==> src/rtl/promote_menu_ctrl.sv <==
// Pawn-promotion overlay sequencer: arms the 4-cell piece menu, generates the
// registered sprite ROM address, and returns the clicked piece via valid/ack.
module promote_menu_ctrl #(
    parameter int MENU_X0 = 290,
    parameter int MENU_Y0 = 120,
    parameter int CELL    = 60
) (
    input  logic        vga_clk,
    input  logic        reset_n,
    input  logic        promote_req,
    input  logic        promote_color,
    input  logic        promote_ack,
    input  logic [9:0]  mouse_x,
    input  logic [9:0]  mouse_y,
    input  logic        mouse_btn,
    input  logic [9:0]  DrawX,
    input  logic [9:0]  DrawY,
    output logic        menu_active,
    output logic        menu_color,
    output logic        pix_in_menu,
    output logic [13:0] rom_address,
    output logic [1:0]  hover_idx,
    output logic        hover_valid,
    output logic        promote_valid,
    output logic [1:0]  promote_piece,
    output logic        busy
);

    localparam logic [9:0]  X_LO   = 10'(MENU_X0);
    localparam logic [9:0]  X_HI   = 10'(MENU_X0 + CELL - 1);
    localparam logic [9:0]  Y_LO   = 10'(MENU_Y0);
    localparam logic [9:0]  Y_HI   = 10'(MENU_Y0 + 4 * CELL - 1);
    localparam logic [9:0]  C1     = 10'(CELL);
    localparam logic [9:0]  C2     = 10'(2 * CELL);
    localparam logic [9:0]  C3     = 10'(3 * CELL);
    localparam logic [13:0] CELL_W = 14'(CELL);

    typedef enum logic [2:0] {
        IDLE,
        ARM,
        WAIT_PRESS,
        WAIT_RELEASE,
        DONE
    } state_t;

    state_t     state;
    logic       btn_q;
    logic       press;
    logic       mouse_in;
    logic       draw_in;
    logic [9:0] mouse_dy;
    logic [9:0] draw_dx;
    logic [9:0] draw_dy;
    logic [1:0] mouse_cell;

    // Both bounds are checked before subtracting, so coordinates left of or
    // above the origin never wrap into the region.
    always_comb begin
        mouse_in = (mouse_x >= X_LO) && (mouse_x <= X_HI) &&
                   (mouse_y >= Y_LO) && (mouse_y <= Y_HI);
        draw_in  = (DrawX >= X_LO) && (DrawX <= X_HI) &&
                   (DrawY >= Y_LO) && (DrawY <= Y_HI);
        mouse_dy = mouse_y - Y_LO;
        draw_dx  = DrawX - X_LO;
        draw_dy  = DrawY - Y_LO;
        if (mouse_dy < C1)
            mouse_cell = 2'd0;
        else if (mouse_dy < C2)
            mouse_cell = 2'd1;
        else if (mouse_dy < C3)
            mouse_cell = 2'd2;
        else
            mouse_cell = 2'd3;
        press = mouse_btn && !btn_q;
    end

    assign hover_valid = menu_active && mouse_in;
    assign hover_idx   = hover_valid ? mouse_cell : '0;

    always_ff @(posedge vga_clk) begin
        if (!reset_n) begin
            state         <= IDLE;
            btn_q         <= 1'b0;
            menu_active   <= 1'b0;
            menu_color    <= 1'b0;
            pix_in_menu   <= 1'b0;
            rom_address   <= '0;
            promote_valid <= 1'b0;
            promote_piece <= '0;
            busy          <= 1'b0;
        end else begin
            btn_q       <= mouse_btn;
            pix_in_menu <= menu_active && draw_in;
            if (menu_active && draw_in)
                rom_address <= 14'(draw_dx) + 14'(draw_dy) * CELL_W;
            else
                rom_address <= '0;

            case (state)
                IDLE: begin
                    if (promote_req) begin
                        menu_color  <= promote_color;
                        state       <= ARM;
                        menu_active <= 1'b1;
                        busy        <= 1'b1;
                    end
                end
                ARM: begin
                    if (!mouse_btn)
                        state <= WAIT_PRESS;
                end
                WAIT_PRESS: begin
                    if (press && mouse_in) begin
                        promote_piece <= mouse_cell;
                        state         <= WAIT_RELEASE;
                    end
                end
                WAIT_RELEASE: begin
                    if (!mouse_btn) begin
                        state         <= DONE;
                        menu_active   <= 1'b0;
                        promote_valid <= 1'b1;
                    end
                end
                DONE: begin
                    if (promote_ack) begin
                        state         <= IDLE;
                        promote_valid <= 1'b0;
                        busy          <= 1'b0;
                    end
                end
                default: begin
                    state         <= IDLE;
                    menu_active   <= 1'b0;
                    promote_valid <= 1'b0;
                    busy          <= 1'b0;
                end
            endcase
        end
    end

endmodule

==> config.mk <==
export PLATFORM = sky130hd
export DESIGN_NAME = promote_menu_ctrl
export DESIGN_NICKNAME = d
export VERILOG_FILES = /design/src/rtl/promote_menu_ctrl.sv
export SDC_FILE = /design/constraint.sdc
export NUM_CORES = 1
export LEC_CHECK = 0
export CAP_MARGIN = 20
export CORE_MARGIN = 4
export CORE_UTILIZATION = 29
export DETAILED_ROUTE_END_ITERATION = 12
export SLEW_MARGIN = 20
export SYNTH_ARGS = -nofsm -noshare
export SYNTH_HDL_FRONTEND = slang
export SYNTH_SLANG_ARGS = --single-unit
==> constraint.sdc <==
create_clock -name vga_clk -period 5.65 [get_ports vga_clk]
set_input_delay 1.13 -clock vga_clk [delete_from_list [all_inputs] [get_ports vga_clk]]
set_output_delay 1.13 -clock vga_clk [all_outputs]
set_load 0.02 [all_outputs]
==> flow_metrics.tcl, run 1 <==
set metrics [dict create \
    die-width_um 105 \
    synth_area_um2 2740 \
    cts_tree "done" \
    critPathRequiredTime_ps 5800 \
    rsz0062_at_grt "false" \
    post_cts_buffers 0 \
    syn_inst 332 \
    grtUsageTotal 0.115 \
    min_period_ps 4970 \
    fin_crit_sh 0.880 \
    clock_path_buffers 2 \
    slowest_delay_ps 580 \
    instances_no_fill 511 \
    mostFrequentLayoutCells "clkdlybuf4s50_1 (68), inv_1 (34), nor2_1 (31)" \
    insertion_delay_ps 270 \
    slew_violations 0 \
    fp-row-count 35 \
    die_y_um 105 \
    antenna_left 0 \
    max_freq_mhz 201 \
    viasPerCell 4.81 \
    area.sequential_um2 500 \
    final_common_cell "clkdlybuf4s50_1" \
    ys_seq_elements 25 \
    crit_arrival_ps 5120 \
    hold_viol 0 \
    worstMarginPinSlew_ps 652 \
    grt_max_degree 16 \
    drtIter0Drc 42 \
    worstPathMaxFanout 6 \
    cp-start-kind "input pin" \
    status "finished clean" \
    end_kind "register" \
    r2r_cells 4 \
    yosysSeqAreaShare 0.183 \
    area_growth_pct 31.1 \
    clk_pin_slew_ps 90 \
    r2r_start "menu_active$_SDFFE_PN0P_" \
    async_flop_share 0 \
    antenna_found_initial 0 \
    dieArea_um2 11100 \
    diodes 0 \
    routabilityCongestion 0.859 \
    wire_per_inst_um 12.1 \
    cts_buffers 3 \
    grt_pass1_wl_um 10900 \
    clock_skew_ps 7.62 \
    start_util 0.298 \
    power.density_nw_per_um2 275 \
    final_nets 486 \
    reg2reg_to "rom_address[2]$_SDFF_PN0_" \
    dominantRegCellSynth "dfxtp_1" \
    cts-root-buf "clkbuf_8" \
    fill_cells 945 \
    max-slew-margin-rel 0.560 \
    p_leak_uw 0.00154 \
    h-tree-depth 1 \
    dr_total_vias 2456 \
    hp-class "register to register" \
    peakVddDrop_mv 0.138 \
    core_area_um2 9200 \
    port_buffers 68 \
    layout-drive-gt1-share 0.0350 \
    maxCapViolCount 0 \
    cts_resized 0 \
    hold_depth 2 \
    tns_ps 0 \
    multi_input_area_um2 2070 \
    drc_errors 0 \
    synth_nets 417 \
    cp_cell_sequence "clkdlybuf4s50_1 > buf_4 > inv_1 > fa_1 > inv_1 > fa_1 > inv_1 > ha_1 > a211oi_1 > nor2_1 > o21a_1 > nor2_1 > xnor2_1 > ha_1 > o21ai_0 > a21oi_1 > o2111ai_1 > xor2_1 > nor2_1" \
    avgSynthCellArea_um2 8.24 \
    gr-total-overflow 0 \
    hp-start "promote_piece[0]$_SDFFE_PN0P_" \
    setup_viol 0 \
    yosysWarnings 0 \
    whs_ps 474 \
    dpl.hpwl_um 5290 \
    grt_pass1_vias 2418 \
    synth-edff-count 0 \
    synth.distinct_cells 61 \
    dpl.cell_count 507 \
    rrSetupSlack_ps 4140 \
    path_class "input pin to register" \
    hold_buffers 0 \
    hold_path_end "promote_piece[0]$_SDFFE_PN0P_" \
    worst_path_max_delay_cell "clkdlybuf4s50_1" \
    drtPass1Iterations 4 \
    ios 70 \
    clock_sinks 25 \
    drt-total-wl_um 6200 \
]
[layout make-up]
class | instances | area share
sequential | 25 | 0.139
inverter | 34 | 0.0356
multi-input combinational | 266 | 0.577
tap | 111 | 0.0387
timing repair buffer | 71 | 0.196
clock buffer | 3 | 0.0115
clock inverter | 1 | 0.00209
[registers in the layout, summed over array words and instances, names as in the netlist]
name and count:
promote_valid 1, pix_in_menu 1, promote_piece 2, menu_color 1, rom_address 14, btn_q 1, menu_active 1, busy 1
state 3
[Yosys cell counts (2+ instances only)]
cell type,n,area share
a41oi_1,2,0.0064
nand4_1,2,0.0046
dfxtp_1,25,0.18
nor2_1,31,0.043
nand2b_1,8,0.018
o211ai_1,2,0.0055
o21ai_0,18,0.033
nand3_1,4,0.0073
and3_1,3,0.0069
xnor2_1,15,0.048
ha_1,28,0.13
mux2i_1,6,0.022
a211oi_1,7,0.019
o21a_1,4,0.011
or2_2,2,0.0046
xor2_1,20,0.064
nor2b_1,15,0.034
o21bai_1,2,0.0055
a21oi_1,13,0.024
nand2_1,17,0.023
a21o_1,4,0.011
inv_1,34,0.047
nor3_1,8,0.015
maj3_1,3,0.011
and2_1,8,0.018
fa_1,11,0.080
or4_1,2,0.0055
clkbuf_1,4,0.0055
o41ai_1,2,0.0064
[power breakdown]
part           internal [uW]  leakage (uW)  switching [uW]  total, uW
clock network           49.9     0.0000217            57.7        108
registers                181      0.000203            4.52        185
logic                    339       0.00131             356        696
[critical path: cells and delay by family]
| kind | cells | cell delay (ps) |
|---|---|---|
| adder cells (fa/ha/maj) | 4 | 1560 |
| XOR/XNOR | 2 | 260 |
| AND/OR/NAND/NOR | 3 | 280 |
| AO/OA/AOI/OAI | 5 | 920 |
| buffers and inverters | 5 | 960 |
[how the worst max path moves through the flow]
stage / slack (ps) / end / startpoint / cells past startpoint
after floorplan: 1260 / rom_address[13]$_SDFF_PN0_ / DrawY[3] / 14
after global placement: 400 / rom_address[13]$_SDFF_PN0_ / DrawY[3] / 15
after detailed placement: 380 / rom_address[13]$_SDFF_PN0_ / DrawY[3] / 15
after CTS: 660 / rom_address[13]$_SDFF_PN0_ / DrawY[3] / 15
after global routing: 300 / rom_address[13]$_SDFF_PN0_ / DrawY[3] / 19
final: 680 / rom_address[13]$_SDFF_PN0_ / DrawY[3] / 19
[per-stage QoR]
stage	cell area, um^2	util	power [uW]	worst slack, ps
detailed placement	3540	0.385	883	377
CTS	3590	0.390	1000	661
finish	3590	0.390	988	676
floorplan	2740	-	741	1260
global placement	3540	0.385	872	397
global route	3590	0.390	1110	302
[kinds of logic after synthesis]
logic type               synth area share
AND/OR/NAND/NOR                     0.214
AO/OA/AOI/OAI                       0.176
adder cells (fa/ha/maj)             0.219
buffers and inverters              0.0608
XOR/XNOR                            0.120
flip-flops                          0.183
multiplexers                       0.0261
[layer usage]
metal | vias up | global-route usage | wire (um)
met5 | - | 0 | 0
met4 | 0 | 0.0281 | 57
met3 | 4 | 0.0136 | 269
met2 | 62 | 0.201 | 2890
met1 | 1108 | 0.149 | 2980
li1 | 1282 | - | -
(Power assumes the default switching activity.)
==> run 2, diff against run 1 <==
- clock period: 5.65 -> 5.2 ns (I/O delays scaled with it)
==> run 2 against run 1 <==
  * Non-clock buffer count rose by 4
  * Cell count increased by 0.78%
  * Setup slack got worse by 210 ps
  * Global-route usage decreased by 0.30 points
  * Via count decreased by 0.24%
  * Die area stayed put
  * Largest cell class unchanged
  * Largest power group unchanged
==> flow_metrics.tcl, run 2 (synthesis gave the netlist of run 1 again) <==
set metrics [dict create \
    port_buffers 68 \
    finalCoreUtilization 0.393 \
    insertion_delay_ps 260 \
    start_util 0.298 \
    p_seq_frac 0.187 \
    cts-root-buf "clkbuf_8" \
    hp-class "register to register" \
    dpl.hpwl_um 5270 \
    status "finished clean" \
    worstPathMaxFanout 7 \
    antenna_left 0 \
    slew_violations 0 \
    p_total_uw 1080 \
    post_cts_buffers 0 \
    max_freq_mhz 211 \
    layout-drive-gt1-share 0.0446 \
    worstMarginPinSlew_ps 626 \
    gr-total-overflow 0 \
    maxCapViolCount 0 \
    power.density_nw_per_um2 298 \
    internal_power_uw 623 \
    fill_cells 956 \
    hold_viol 0 \
    end_kind "register" \
    tns_ps 0 \
    clock_sinks 25 \
    drtPass1Iterations 4 \
    diodes 0 \
    area_growth_pct 32.2 \
    fp-row-count 35 \
    reg.largest.list "rom_address: 14 flops, state: 3 flops, promote_piece: 2 flops" \
    mostFrequentLayoutCells "clkdlybuf4s50_1 (68), inv_1 (34), nor2_1 (31)" \
    drc_errors 0 \
    dieArea_um2 11100 \
    fin_crit_sh 0.911 \
    clk_pin_slew_ps 90 \
    routabilityCongestion 0.845 \
    p_leak_uw 0.00156 \
    comb_power_share 0.704 \
    r2r_start "menu_active$_SDFFE_PN0P_" \
    setup_viol 0 \
    grt_pass1_vias 2397 \
    critPathRequiredTime_ps 5350 \
    die-width_um 105 \
    dr_total_vias 2450 \
    switchingPower_uw 454 \
    cts_resized 0 \
    whs_ps 460 \
    antenna_found_initial 0 \
    drtIter0Drc 49 \
    p_sw_frac 0.422 \
    wire_per_inst_um 11.9 \
    cts_buffers 3 \
    hold_buffers 0 \
    cts_tree "done" \
    clock_skew_ps 0.859 \
    ios 70 \
    viasPerCell 4.76 \
    hp-start "promote_piece[0]$_SDFFE_PN0P_" \
    clockPowerShare 0.109 \
    grtUsageTotal 0.112 \
    rsz0062_at_grt "false" \
    min_period_ps 4740 \
    crit_arrival_ps 4880 \
    path_class "input pin to register" \
    clock_path_buffers 2 \
    core_area_um2 9200 \
    drt-total-wl_um 6110 \
    final_nets 490 \
    max-slew-margin-rel 0.577 \
    regMostFlops "rom_address" \
    peakVddDrop_mv 0.150 \
    largest_reg_flops 14 \
    hold_depth 2 \
    h-tree-depth 1 \
    grt_max_degree 16 \
    die_y_um 105 \
    r2r_cells 4 \
    grt_pass1_wl_um 10600 \
    final_common_cell "clkdlybuf4s50_1" \
    startpoint "DrawY[3]" \
    cp-start-kind "input pin" \
]
## run 2: final cells by class
type,count,area (um^2),share of cell area
Multi-Input combinational cell,266,2070,0.572
Timing Repair Buffer,75,733,0.203
Sequential cell,25,500,0.138
Tap cell,111,139,0.0384
Inverter,34,128,0.0353
Clock buffer,3,41.3,0.0114
Clock inverter,1,7.51,0.00207
## run 2: through the flow
stage | setup slack, ps | cells | area, um^2
2_1_floorplan | 899 | 332 | 2740
3_3_place_gp | 197 | 511 | 3570
3_5_place_dp | 172 | 511 | 3570
4_1_cts | 474 | 515 | 3620
5_1_grt | 160 | 515 | 3620
6_report | 462 | 515 | 3620
## run 2: power by group through the flow
| stage | Clock (uW) | Sequential (uW) | Combinational, uW |
|---|---|---|---|
| after detailed placement | 0 | 206 | 758 |
| after global routing | 130 | 202 | 879 |
| after CTS | 124 | 201 | 763 |
| after global placement | 0 | 206 | 748 |
| final | 118 | 201 | 758 |
| after floorplan | 0 | 207 | 598 |
## run 2: final timing paths
kind | endpoint | slack [ps]
max reg2reg | rom_address[0]$_SDFF_PN0_ | 3650
min | promote_piece[0]$_SDFFE_PN0P_ | 460
min reg2reg | promote_piece[0]$_SDFFE_PN0P_ | 460
max | rom_address[13]$_SDFF_PN0_ | 460
## run 2: critical path, stage by stage
cell and delay, ps:
clkdlybuf4s50_1 620, inv_1 110, fa_1 490, inv_1 50, fa_1 520, inv_1 40, ha_1 360, o21ai_0 180
nor2_1 90, o21a_1 180, nor2_1 110, xnor2_1 80, ha_1 310, o21ai_0 90, a21oi_1 230, o2111ai_1 150
xor2_1 180, nor2_1 50
## run 2: layer usage
| metal | GRT usage | vias up | share of wire |
|---|---|---|---|
| li1 | - | 1288 | - |
| met1 | 0.143 | 1091 | 0.47 |
| met2 | 0.196 | 65 | 0.46 |
| met3 | 0.0161 | 6 | 0.053 |
| met4 | 0.0291 | 0 | 0.014 |
| met5 | 0 | - | 0 |
==> run 3, diff against run 2 <==
- CORE_ASPECT_RATIO: not set -> 1.1
- CTS_CLUSTER_SIZE: not set -> 16
==> run 3 against run 2 <==
  * Die area about the same
  * Largest cell class unchanged
  * Clock skew is 2.4 ps higher
  * Hold slack worse by 5.9 ps
  * Register-to-register slack gained 80 ps
  * Combinational power barely moved
  * Routed wire length rose by 0.52%
  * Cell count up 0.39%
  * Cell area is 0.10% lower
==> flow_metrics.tcl, run 3 (synthesis gave the netlist of run 1 again) <==
set metrics [dict create \
    end_kind "register" \
    max_freq_mhz 211 \
    grt_pass1_wl_um 10700 \
    cts_buffers 3 \
    cts_tree "done" \
    slowest_delay_ps 630 \
    ios 70 \
    clockPowerShare 0.108 \
    post_cts_buffers 0 \
    crit_arrival_ps 4880 \
    cp_cell_sequence "clkdlybuf4s50_1 > inv_1 > fa_1 > inv_1 > fa_1 > inv_1 > ha_1 > o21ai_0 > nor2_1 > o21a_1 > nor2_1 > xnor2_1 > ha_1 > o21ai_0 > a21oi_1 > o2111ai_1 > xor2_1 > nor2_1" \
    core_area_um2 9050 \
    tns_ps 0 \
    grt_pass1_vias 2507 \
    drc_errors 0 \
    area_growth_pct 32.1 \
    clock_path_buffers 2 \
    dr_total_vias 2449 \
    worstMarginPinSlew_ps 608 \
    rsz0062_at_grt "false" \
    start_util 0.302 \
    dieArea_um2 11100 \
    antenna_left 0 \
    diodes 0 \
    clk_pin_slew_ps 90 \
    status "finished clean" \
    cts_resized 0 \
    switchingPower_uw 455 \
    dpl.hpwl_um 5300 \
    critPathRequiredTime_ps 5350 \
    grt_use_met1 0.140 \
    fin_crit_sh 0.910 \
    hp-class "register to register" \
    p_seq_frac 0.186 \
    insertion_delay_ps 260 \
    clock_skew_ps 3.22 \
    worst_path_max_delay_cell "clkdlybuf4s50_1" \
    setup_viol 0 \
    mostFrequentLayoutCells "clkdlybuf4s50_1 (68), inv_1 (34), nor2_1 (31)" \
    cp-start-kind "input pin" \
    internal_power_uw 624 \
    antenna_found_initial 0 \
    wire_per_inst_um 11.9 \
    drt-total-wl_um 6150 \
    worstPathMaxFanout 7 \
    cts-root-buf "clkbuf_8" \
    final_nets 489 \
    min_period_ps 4730 \
    h-tree-depth 1 \
    hold_buffers 0 \
    multi_input_area_um2 2070 \
    grtUsageTotal 0.115 \
    path_class "input pin to register" \
    layout-drive-gt1-share 0.0422 \
    fill_cells 939 \
    port_buffers 68 \
    drtIter0Drc 70 \
    regMostFlops "rom_address" \
    met3_usage 0.00698 \
    area.sequential_um2 500 \
    peakVddDrop_mv 0.125 \
    p_leak_uw 0.00155 \
    final_common_cell "clkdlybuf4s50_1" \
    hold_viol 0 \
    routabilityCongestion 0.827 \
    grt_max_degree 16 \
    largest_reg_flops 14 \
    grtUsageMet2 0.214 \
    max-slew-margin-rel 0.589 \
    die_y_um 110 \
    clock_sinks 25 \
    maxCapViolCount 0 \
    p_sw_frac 0.422 \
    viasPerCell 4.74 \
    grt_busiest_layer "met2" \
    fp-row-count 36 \
    drtPass1Iterations 4 \
    slew_violations 0 \
    comb_power_share 0.706 \
    power.density_nw_per_um2 298 \
    whs_ps 454 \
    die-width_um 101 \
    gr-total-overflow 0 \
    reg.largest.list "rom_address: 14 flops, state: 3 flops, promote_piece: 2 flops" \
]
[run 3: cell types whose count changed in the layout (fill, tap and decap cells not counted), sizes merged]
| cell | change |
|---|---|
| buf | -1 |
[run 3: worst max-delay path: cells and delay by family]
| family | cells | cell delay, ps |
|---|---|---|
| buffers and inverters | 4 | 840 |
| AO/OA/AOI/OAI | 5 | 830 |
| XOR/XNOR | 2 | 260 |
| AND/OR/NAND/NOR | 3 | 250 |
| adder cells (fa/ha/maj) | 4 | 1670 |
[run 3: final timing paths]
path | from | endpoint | slack, ps | cells past startpoint
worst max-delay path | DrawY[3] | rom_address[13]$_SDFF_PN0_ | 470 | 18
worst min-delay path | promote_piece[0]$_SDFFE_PN0P_ | promote_piece[0]$_SDFFE_PN0P_ | 450 | 2
worst max register to register | menu_active$_SDFFE_PN0P_ | rom_address[2]$_SDFF_PN0_ | 3730 | 4
worst min register to register | promote_piece[0]$_SDFFE_PN0P_ | promote_piece[0]$_SDFFE_PN0P_ | 450 | 2
[run 3: metal layers]
metal,share of wire,up-vias
met5,0,-
li1,-,1283
met4,0.012,0
met3,0.062,4
met1,0.45,1097
met2,0.47,65
[run 3: power by group through the flow]
stage          Combinational (uW)  Clock, uW  Sequential [uW]
2_1_floorplan                 598          0              207
3_3_place_gp                  747          0              206
3_5_place_dp                  759          0              206
4_1_cts                       766        122              201
5_1_grt                       875        129              202
6_report                      761        116              201
[run 3: final cells by class]
type	instances	area share
well taps	114	0.0395
clock buffers	3	0.0114
flip-flops and latches	25	0.138
multi-input cells	266	0.573
repair buffers	74	0.201
clock inverters	1	0.00208
inverters	34	0.0353
[run 3: per-stage QoR]
step	power, uW	instance area, um^2	std cells	worst slack (ps)	util
after CTS	1090	3610	517	468	0.399
after global placement	953	3570	513	195	0.394
after global routing	1210	3610	517	64.9	0.399
after floorplan	806	2740	332	899	-
final	1080	3610	517	470	0.399
after detailed placement	965	3570	513	176	0.394
